--- config.mk ---
export PLATFORM = sky130hd
export DESIGN_NAME = regfile_wb_arbiter_flat
export DESIGN_NICKNAME = d
export VERILOG_FILES = /design/src/rtl/regfile_wb_arbiter_pkg.sv /design/src/rtl/regfile_wb_arbiter_if.sv /design/src/rtl/regfile_wb_arbiter_rr_arbiter.sv /design/src/rtl/regfile_wb_arbiter.sv /design/src/flat_wrapper.sv
export SDC_FILE = /design/constraint.sdc
export NUM_CORES = 1
export LEC_CHECK = 0
export BUFFER_PORTS_ARGS = -buffer_cell sky130_fd_sc_hd__buf_4
export CORE_AREA = 2 2 91 93
export DETAILED_ROUTE_END_ITERATION = 7
export DIE_AREA = 0 0 93 95
export PLACE_DENSITY = 0.83
export RECOVER_POWER = 25
export SLEW_MARGIN = 30
export SYNTH_ARGS = -nofsm -noshare
export SYNTH_HDL_FRONTEND = slang
export SYNTH_SLANG_ARGS = --single-unit
--- constraint.sdc ---
create_clock -name clk -period 7.86 [get_ports clk]
set_input_delay 0.786 -clock clk [delete_from_list [all_inputs] [get_ports clk]]
set_output_delay 0.786 -clock clk [all_outputs]
set_load 0.02 [all_outputs]
--- src/rtl/regfile_wb_arbiter_pkg.sv ---
// Shared constants and types for the register-file write-back path (package riscv_pkg).
// Requester indices name the producers wired to the write-back arbiter.
package riscv_pkg;

  localparam int XLEN = 32;
  localparam int AW   = 5;
  localparam int NREQ_DEFAULT = 3;

  localparam logic [4:0] REG_ZERO = 5'd0;

  typedef enum logic [2:0] {
    REQ_ALU   = 3'd0,
    REQ_ARITH = 3'd1,
    REQ_COMM  = 3'd2
  } req_id_e;

  // Round-robin successor of idx within 0..n-1.
  function automatic int rr_next(input int idx, input int n);
    return (idx + 1 >= n) ? 0 : idx + 1;
  endfunction

endpackage

--- src/rtl/regfile_wb_arbiter_if.sv ---
// Requester-side write-back bus: per-requester valid/ready plus packed addr/data slices.
// Requester i drives req_addr[i*AW +: AW] and req_data[i*XLEN +: XLEN].
interface regfile_wb_arbiter_if #(
  parameter int NREQ = 3,
  parameter int XLEN = 32,
  parameter int AW   = 5
);

  logic [NREQ-1:0]      req_valid;
  logic [NREQ-1:0]      req_ready;
  logic [NREQ*AW-1:0]   req_addr;
  logic [NREQ*XLEN-1:0] req_data;

  modport master (
    output req_valid,
    output req_addr,
    output req_data,
    input  req_ready
  );

  modport slave (
    input  req_valid,
    input  req_addr,
    input  req_data,
    output req_ready
  );

endinterface

--- src/rtl/regfile_wb_arbiter_rr_arbiter.sv ---
// Combinational N-way round-robin pick: first valid index scanning from ptr upward (mod N).
// Produces a one-hot grant, its index, and an any-grant flag; en=0 forces no grant.
module rr_arbiter #(
  parameter int N = 3
) (
  input  logic [N-1:0]         valid,
  input  logic [$clog2(N)-1:0] ptr,
  input  logic                 en,
  output logic [N-1:0]         grant,
  output logic [$clog2(N)-1:0] grant_idx,
  output logic                 any
);

  localparam int PW = $clog2(N);

  logic [PW:0]   sum;
  logic [PW-1:0] idx;
  logic          found;

  always_comb begin
    grant     = '0;
    grant_idx = '0;
    found     = 1'b0;
    sum       = '0;
    idx       = '0;
    for (int k = 0; k < N; k++) begin
      sum = {1'b0, ptr} + (PW+1)'(k);
      if (sum >= (PW+1)'(N)) begin
        sum = sum - (PW+1)'(N);
      end
      idx = PW'(sum);
      if (en && !found && valid[idx]) begin
        found      = 1'b1;
        grant[idx] = 1'b1;
        grant_idx  = idx;
      end
    end
    any = found;
  end

endmodule

--- src/rtl/regfile_wb_arbiter.sv ---
// Write-back arbiter for the register-file write port: round-robin grant, registered port, x0 drop.
// Define REGFILE_WB_FWD_EN to build the in-flight-write bypass onto the two read ports.
module regfile_wb_arbiter #(
  parameter int NREQ = 3,
  parameter int XLEN = riscv_pkg::XLEN,
  parameter int AW   = riscv_pkg::AW
) (
  input  logic                     clk,
  input  logic                     rst,
  regfile_wb_arbiter_if.slave      wb,
  input  logic                     rf_hold,
  output logic                     rf_we,
  output logic [AW-1:0]            rf_addr,
  output logic [XLEN-1:0]          rf_wdata,
  output logic [2:0]               grant_id,
  input  logic [AW-1:0]            rd_addr1,
  input  logic [AW-1:0]            rd_addr2,
  output logic                     fwd_hit1,
  output logic                     fwd_hit2,
  output logic [XLEN-1:0]          fwd_data1,
  output logic [XLEN-1:0]          fwd_data2
);

  import riscv_pkg::*;

  localparam int PW = $clog2(NREQ);

  logic [PW-1:0]   ptr;
  logic [NREQ-1:0] grant;
  logic [PW-1:0]   grant_idx;
  logic            grant_any;
  logic            xfer;
  logic [AW-1:0]   sel_addr;
  logic [XLEN-1:0] sel_data;

  rr_arbiter #(.N(NREQ)) u_rr (
    .valid     (wb.req_valid),
    .ptr       (ptr),
    .en        (!rf_hold && !rst),
    .grant     (grant),
    .grant_idx (grant_idx),
    .any       (grant_any)
  );

  assign wb.req_ready = grant;
  assign xfer         = grant_any;

  always_comb begin
    sel_addr = '0;
    sel_data = '0;
    for (int i = 0; i < NREQ; i++) begin
      if (grant[i]) begin
        sel_addr = wb.req_addr[i*AW +: AW];
        sel_data = wb.req_data[i*XLEN +: XLEN];
      end
    end
  end

  // x0 writes are consumed (ready, ptr advances) but never reach WE3.
  always_ff @(posedge clk) begin
    if (rst) begin
      ptr      <= '0;
      rf_we    <= 1'b0;
      rf_addr  <= '0;
      rf_wdata <= '0;
      grant_id <= '0;
    end else begin
      rf_we <= xfer && (sel_addr != AW'(REG_ZERO));
      if (xfer) begin
        ptr      <= PW'(rr_next(int'(grant_idx), NREQ));
        rf_addr  <= sel_addr;
        rf_wdata <= sel_data;
        grant_id <= 3'(grant_idx);
      end
    end
  end

`ifdef REGFILE_WB_FWD_EN
  assign fwd_hit1  = rf_we && (rf_addr != AW'(REG_ZERO)) && (rd_addr1 == rf_addr);
  assign fwd_hit2  = rf_we && (rf_addr != AW'(REG_ZERO)) && (rd_addr2 == rf_addr);
  assign fwd_data1 = fwd_hit1 ? rf_wdata : '0;
  assign fwd_data2 = fwd_hit2 ? rf_wdata : '0;
`else
  logic unused_rd;
  assign unused_rd = ^{rd_addr1, rd_addr2};
  assign fwd_hit1  = 1'b0;
  assign fwd_hit2  = 1'b0;
  assign fwd_data1 = '0;
  assign fwd_data2 = '0;
`endif

endmodule

--- src/flat_wrapper.sv ---
// flat-port wrapper written by rule: the top's interface ports become plain ports
module regfile_wb_arbiter_flat import riscv_pkg::*;
#(
  parameter int NREQ = 3,
  parameter int XLEN = riscv_pkg::XLEN,
  parameter int AW   = riscv_pkg::AW
)
  (clk, rst, rf_hold, rf_we, rf_addr, rf_wdata, grant_id, rd_addr1, rd_addr2, fwd_hit1, fwd_hit2, fwd_data1, fwd_data2, wb_req_valid, wb_req_addr, wb_req_data, wb_req_ready);
  regfile_wb_arbiter_if #(.NREQ(NREQ), .XLEN(XLEN), .AW(AW)) wb_i ();
  input  logic clk;
  input  logic rst;
  input  logic rf_hold;
  output logic rf_we;
  output logic [AW-1:0] rf_addr;
  output logic [XLEN-1:0] rf_wdata;
  output logic [2:0] grant_id;
  input  logic [AW-1:0] rd_addr1;
  input  logic [AW-1:0] rd_addr2;
  output logic fwd_hit1;
  output logic fwd_hit2;
  output logic [XLEN-1:0] fwd_data1;
  output logic [XLEN-1:0] fwd_data2;
  input wire logic [$bits(wb_i.req_valid)-1:0] wb_req_valid;
  input wire logic [$bits(wb_i.req_addr)-1:0] wb_req_addr;
  input wire logic [$bits(wb_i.req_data)-1:0] wb_req_data;
  output wire logic [$bits(wb_i.req_ready)-1:0] wb_req_ready;
  assign wb_i.req_valid = wb_req_valid;
  assign wb_i.req_addr = wb_req_addr;
  assign wb_i.req_data = wb_req_data;
  assign wb_req_ready = wb_i.req_ready;
  regfile_wb_arbiter #(.NREQ(NREQ), .XLEN(XLEN), .AW(AW)) u_core (.clk(clk), .rst(rst), .wb(wb_i), .rf_hold(rf_hold), .rf_we(rf_we), .rf_addr(rf_addr), .rf_wdata(rf_wdata), .grant_id(grant_id), .rd_addr1(rd_addr1), .rd_addr2(rd_addr2), .fwd_hit1(fwd_hit1), .fwd_hit2(fwd_hit2), .fwd_data1(fwd_data1), .fwd_data2(fwd_data2));
endmodule
==> impl_metrics.ini, run 1 <==
[worst_hold_path]
hp-class = reg -> reg
hold_depth = 2
holdPathEnd = u_core.grant_id[1]$_SDFFE_PP0P_
hp-start = u_core.grant_id[1]$_SDFFE_PP0P_

[cts]
cts_hold_buffers = 0
cts_sinks = 42
cts_resized = 0
cts_setup_buffers = 0
cts.path.max_buffers = 2
cts_htree_levels = 2
insertion_delay_ps = 290
cts_root_buf = clkbuf_8
clk_pin_slew_ps = 90
cts_tree = yes
numCtsBuffers = 5

[placed_design]
place_congestion = 0.918
placedCellCount = 586
io_buffers = 159
dp_hpwl_mm = 6.59

[sta]
post-route-period-util = 0.495
hold_viol = 0
slew_headroom = 0.535
totalNegativeSetupSlack_ps = 0
drv_slew = 0
period_needed_ps = 3890
rsz0062_at_grt = no
setup_viol = 0
worst_pin_slew_ps = 695
fmax_mhz = 257
skew_ps = 7.61
whs_ps = 464

[critical_path]
critPathCaptureType = output pin
rr_startpoint = u_core.ptr[0]$_SDFFE_PP0P_
ff2ff_path_depth = 10
critPathKind = reg -> out
cp_common_cell = buf_4
slowest_delay_ps = 610
worstPathCellList = inv_1 > ha_1 > nand2b_1 > o311ai_1 > nand3b_1 > a31oi_4 > buf_4 > buf_4
critPathMaxFanout = 21
worstPathRequired_ps = 7070
r2r_slack_ps = 4560
cp.arrival_ps = 3100
r2r_end = u_core.rf_we$_SDFF_PP0_
worstSetupStartpointType = flop
slowest_stage = a31oi_4

[cells_and_area]
layout.nets = 620
final_common_cell = buf_4
drive_gt1_frac = 0.359
area_delta_synth_final_pct = 32.3
mostFrequentLayoutCells = buf_4, conb_1, dfxtp_1
final_cells = 595
antenna_cells = 0

[synth]
synthDistinctLibCells = 46
ys_ff_latch = 42
async_reset_ff_frac = 0
synth_edf_count = 0
mappedNetlistArea_um2 = 2960
ys_seq_area_frac = 0.285
synthCells = 346
avgSynthCellArea_um2 = 8.54
yosys_warnings = 0
ys_dominant_reg_cell = dfxtp_1

[route]
vias = 2962
routed_wirelength_mm = 8.91
first_pass_iters = 4
wl_per_cell_um = 15.0
viasPerCell = 4.98
ant_nets = 0
drt_iter0_drc = 92
route.detailed.drc = 0

[power_and_ir_drop]
pwr_density_cell_nw_per_um2 = 193
ir_drop_uv = 86.3
p_leak_nw = 1.77

[grt]
grt-ovfl-total = 0
grt_max_degree = 56
grt_antenna_before_repair = 0
grt_pass1_vias = 2777
grt_pass1_wl_mm = 13.3
grt_usage = 0.188

[job]
drv_cap = 0

[die]
core_um2 = 7930
chipWidth_um = 93
start_util = 0.373
io_pins = 237
fp.dieArea_um2 = 8840
die_h_um = 95
rows = 33

[status]
status = finished, final reports clean
critical path: cells and delay by family (launching register included):
kind            cells  cell delay [ps]
compound gates      2              870
buf+inv             3              680
fa+ha+maj           1              430
simple gates        2              430
flops               1              370
metrics by stage:
stage | area (um2) | power [mW] | worst slack [ps] | util
6_report | 3910 | 0.755 | 3970 | 0.493
5_1_grt | 3910 | 0.796 | 3790 | 0.493
4_1_cts | 3960 | 0.766 | 3950 | 0.500
3_5_place_dp | 3870 | 0.621 | 4310 | 0.489
3_3_place_gp | 3870 | 0.613 | 4330 | 0.489
2_1_floorplan | 3200 | 0.517 | 4810 | -
power breakdown:
group          switching, mW  internal (mW)
Combinational          0.197          0.137
Sequential            0.0228          0.252
Clock                 0.0829         0.0629
Total                  0.302          0.452
worst max-delay path by stage:
stage,start,end,slack (ps),cells after the start
6_report,u_core.ptr[0]$_SDFFE_PP0P_,wb_req_ready[1],3970,8
3_3_place_gp,rst,wb_req_ready[1],4330,6
2_1_floorplan,u_core.ptr[0]$_SDFFE_PP0P_,wb_req_ready[2],4810,9
4_1_cts,u_core.ptr[0]$_SDFFE_PP0P_,wb_req_ready[1],3950,8
3_5_place_dp,u_core.ptr[0]$_SDFFE_PP0P_,wb_req_ready[1],4310,8
5_1_grt,u_core.ptr[0]$_SDFFE_PP0P_,wb_req_ready[1],3790,8
registers in the layout, indices dropped and copies added (netlist names):
| signal | flops |
|---|---|
| u_core.rf_wdata | 32 |
| u_core.rf_we | 1 |
| u_core.grant_id | 2 |
| u_core.rf_addr | 5 |
| u_core.ptr | 2 |
cell families (layout without fill, tap and decap cells):
kind of cell | Yosys count | count (layout) | synth area share
and+or+nand+nor | 75 | 75 | 0.135
adders and majority gates | 4 | 4 | 0.0169
AOI/OAI and AO/OA | 119 | 119 | 0.305
DFF | 42 | 42 | 0.285
other | 1 | 67 | 0.00127
buffers and inverters | 101 | 179 | 0.243
muxes | 4 | 4 | 0.0140
final cells by class:
| type | instances | area (um2) |
|---|---|---|
| Tap cell | 105 | 131 |
| Inverter | 7 | 26.3 |
| Fill cell | 786 | 4020 |
| Timing Repair Buffer | 164 | 1170 |
| Multi-Input combinational cell | 269 | 1650 |
| Clock inverter | 2 | 13.8 |
| Clock buffer | 6 | 72.6 |
| Sequential cell | 42 | 841 |
layer usage:
| metal | track usage | vias to the layer above | routed length (um) | share of wire |
|---|---|---|---|---|
| met4 | 0.0564 | 0 | 114 | 0.013 |
| met5 | 0 | - | 0 | 0 |
| li1 | - | 1406 | - | - |
| met2 | 0.341 | 157 | 4650 | 0.52 |
| met3 | 0.0399 | 10 | 742 | 0.083 |
| met1 | 0.222 | 1389 | 3400 | 0.38 |
synth_stat cells, types with 4 or more instances:
library cell	n	area, um2
a21oi_1	21	105
nand2_1	15	56.3
buf_2	10	50.1
nor3_1	15	75.1
o21ai_1	21	105
ha_1	4	50.1
nor2_1	19	71.3
buf_6	8	90.1
a21oi_2	5	43.8
dfxtp_1	42	841
inv_1	6	22.5
nand2b_1	5	31.3
a221o_1	17	170
a22oi_1	24	180
nor3_2	5	50.1
clkbuf_1	5	18.8
buf_4	71	533
a22oi_2	10	125
Note: power is estimated with default switching activity, not from simulation.
==> run 2, diff against run 1 <==
- ABC_AREA: not set -> 1
- CORE_AREA: 2 2 91 93 -> 2 2 93 95
- DIE_AREA: 0 0 93 95 -> 0 0 95 97
- PLACE_DENSITY: 0.83 -> 0.82
- clock period: 7.86 -> 3.8 ns (I/O delays scaled with it)
==> run 2 against run 1 <==
Synthesized cell count grew 33%. Register-to-register slack lost 3700 ps. Via count grew 12%. Combinational power grew to 3.4 times the previous value. Total power grew to 2.8 times the previous value. Flip-flop and latch count is the same. Critical endpoint is now wb_req_ready[2]. Largest cell class unchanged.
==> impl_metrics.ini, run 2 <==
[grt]
grt_pass1_vias = 2953
grt_max_degree = 55
grt-ovfl-total = 0
grt_pass1_wl_mm = 14.3
grt_antenna_before_repair = 0
grt_usage = 0.193

[route]
route.detailed.drc = 0
routed.top_layer = met4
vias = 3314
ant_nets = 0
viasPerCell = 4.69
wl_met2_mm = 4.93
wl_per_cell_um = 13.3
drt_iter0_drc = 138
first_pass_iters = 4
met1_length_mm = 3.71
wl_met3_um = 625
routed_wirelength_mm = 9.38

[critical_path]
worst-path-buf-inv = 4
worstPathCellList = inv_1 > ha_1 > clkinv_2 > nand2_1 > nand2_2 > nand2_1 > nand3_2 > nor2_4 > nand2_1 > nand2_2 > buf_4 > buf_4
critPathCaptureType = output pin
rr_startpoint = u_core.ptr[0]$_SDFFE_PP0P_
r2r_end = u_core.rf_we$_SDFF_PP0_
critPathMaxFanout = 21
cp.arrival_ps = 2770
cp_common_cell = nand2_1
slowest_stage = ha_1
cp-startpoint = u_core.ptr[0]$_SDFFE_PP0P_
slowest_delay_ps = 450
r2r_slack_ps = 830
ff2ff_path_depth = 15
worstPathRequired_ps = 3420
worstSetupStartpointType = flop
path_delay_family = simple AND/OR/NAND/NOR gates
critPathKind = reg -> out

[synth]
avgSynthCellArea_um2 = 6.74
ys_ff_latch = 42
mappedNetlistArea_um2 = 3090
synth_area_leaders = dfxtp_1, buf_4, nand2_1
async_reset_ff_frac = 0
synth_top_area_frac = 0.272
synthDistinctLibCells = 30
yosys_warnings = 0
synthTopCellsByCount = nand2_1, buf_4, nand3_1
synthCells = 459
synth_top_area_cell = dfxtp_1
ys_dominant_reg_cell = dfxtp_1
ys_seq_area_frac = 0.272
synth_most_common_cell = nand2_1
synth_edf_count = 0

[cells_and_area]
reg_top3 = u_core.rf_wdata: 32 flops, u_core.rf_addr: 5 flops
antenna_cells = 0
nFillCells = 827
multi_input_area_um2 = 1710
largest_reg_flops = 32
register_area_um2 = 841
mostFrequentLayoutCells = buf_4, nand2_1, conb_1
layout.nets = 732
regMostFlops = u_core.rf_wdata
drive_gt1_frac = 0.286
area_delta_synth_final_pct = 30.5
final_common_cell = buf_4

[power_and_ir_drop]
p_leak_nw = 2.15
pwr-share-comb = 0.532
ir_drop_uv = 236
p_switching_mw = 0.952
swShare = 0.448
p_clk_frac = 0.163
p_seq_frac = 0.306
pwr_density_cell_nw_per_um2 = 526
internal-power_mw = 1.17
power_mw = 2.12

[worst_hold_path]
hp-class = in -> reg
holdPathEnd = u_core.rf_wdata[31]$_SDFFE_PP0P_
hold_depth = 3
hp-start = wb_req_data[95]

[sta]
totalNegativeSetupSlack_ps = 0
post-route-period-util = 0.829
hold_viol = 0
worst_pin_slew_ps = 749
slew_headroom = 0.500
setup_viol = 0
period_needed_ps = 3150
rsz0062_at_grt = no
fmax_mhz = 317
skew_ps = 6.77
drv_slew = 0

[cts]
numCtsBuffers = 5
insertion_delay_ps = 290
cts_hold_buffers = 0
cts_root_buf = clkbuf_8
cts_setup_buffers = 0
clk_pin_slew_ps = 90
cts.path.max_buffers = 2
cts_resized = 0
cts_htree_levels = 2
cts_sinks = 42
cts_tree = yes

[job]
drv_cap = 0

[die]
core_um2 = 8130
start_util = 0.380
die_h_um = 97
rows = 33
fp.dieArea_um2 = 9220
io_pins = 237
chipWidth_um = 95

[placed_design]
io_buffers = 159
place_congestion = 0.993
dp_hpwl_mm = 6.98

[status]
status = finished, final reports clean
## run 2: routing by layer
metal / vias to the layer above / track usage
li1: 1662 / -
met3: 8 / 0.0374
met2: 142 / 0.346
met5: - / 0
met4: 0 / 0.0457
met1: 1502 / 0.232
## run 2: worst max-delay path by stage
stage	endpoint	slack (ps)	cells after the start
detailed placement	u_core.rf_we$_SDFF_PP0_	790	15
global route	wb_req_ready[2]	440	12
floorplan	wb_req_ready[2]	1680	14
CTS	wb_req_ready[2]	630	12
finish	wb_req_ready[2]	650	12
global placement	u_core.rf_we$_SDFF_PP0_	920	15
## run 2: power by group through the flow
stage	sequential (mW)	clock (mW)	combinational [mW]
2_1_floorplan	0.814	0	0.682
3_3_place_gp	0.655	0	1.16
3_5_place_dp	0.660	0	1.19
4_1_cts	0.651	0.364	1.19
5_1_grt	0.666	0.378	1.24
6_report	0.649	0.345	1.13
## run 2: through the flow
| stage | area [um2] | instances | setup slack, ps | util | hold slack, ps |
|---|---|---|---|---|---|
| final | 4040 | 707 | 648 | 0.496 | 296 |
| after global routing | 4040 | 707 | 438 | 0.496 | 291 |
| after CTS | 4120 | 707 | 634 | 0.506 | 286 |
| after detailed placement | 4010 | 699 | 795 | 0.493 | 457 |
| after global placement | 4010 | 699 | 917 | 0.493 | 454 |
| after floorplan | 3340 | 525 | 1680 | - | 506 |
## run 2: layout make-up
cell class	count	share of cell area
Clock buffer	5	0.0170
Clock inverter	3	0.00992
Inverter	27	0.0260
Multi-Input combinational cell	363	0.424
Sequential cell	42	0.208
Tap cell	105	0.0325
Timing Repair Buffer	162	0.282
## run 2: cell families (layout without fill, tap and decap cells)
logic type | Yosys count | count (layout) | share of synthesized area
AO/OA/AOI/OAI | 77 | 77 | 0.144
adder cells (fa/ha/maj) | 4 | 4 | 0.0162
buffers and inverters | 120 | 197 | 0.254
flip-flops | 42 | 42 | 0.272
other | 1 | 67 | 0.00121
AND/OR/NAND/NOR | 215 | 215 | 0.313
## run 2: tightest hold or removal path, stage by stage
cell	delay, ps
buf_4	80
nand2_1	40
nand3_1	60
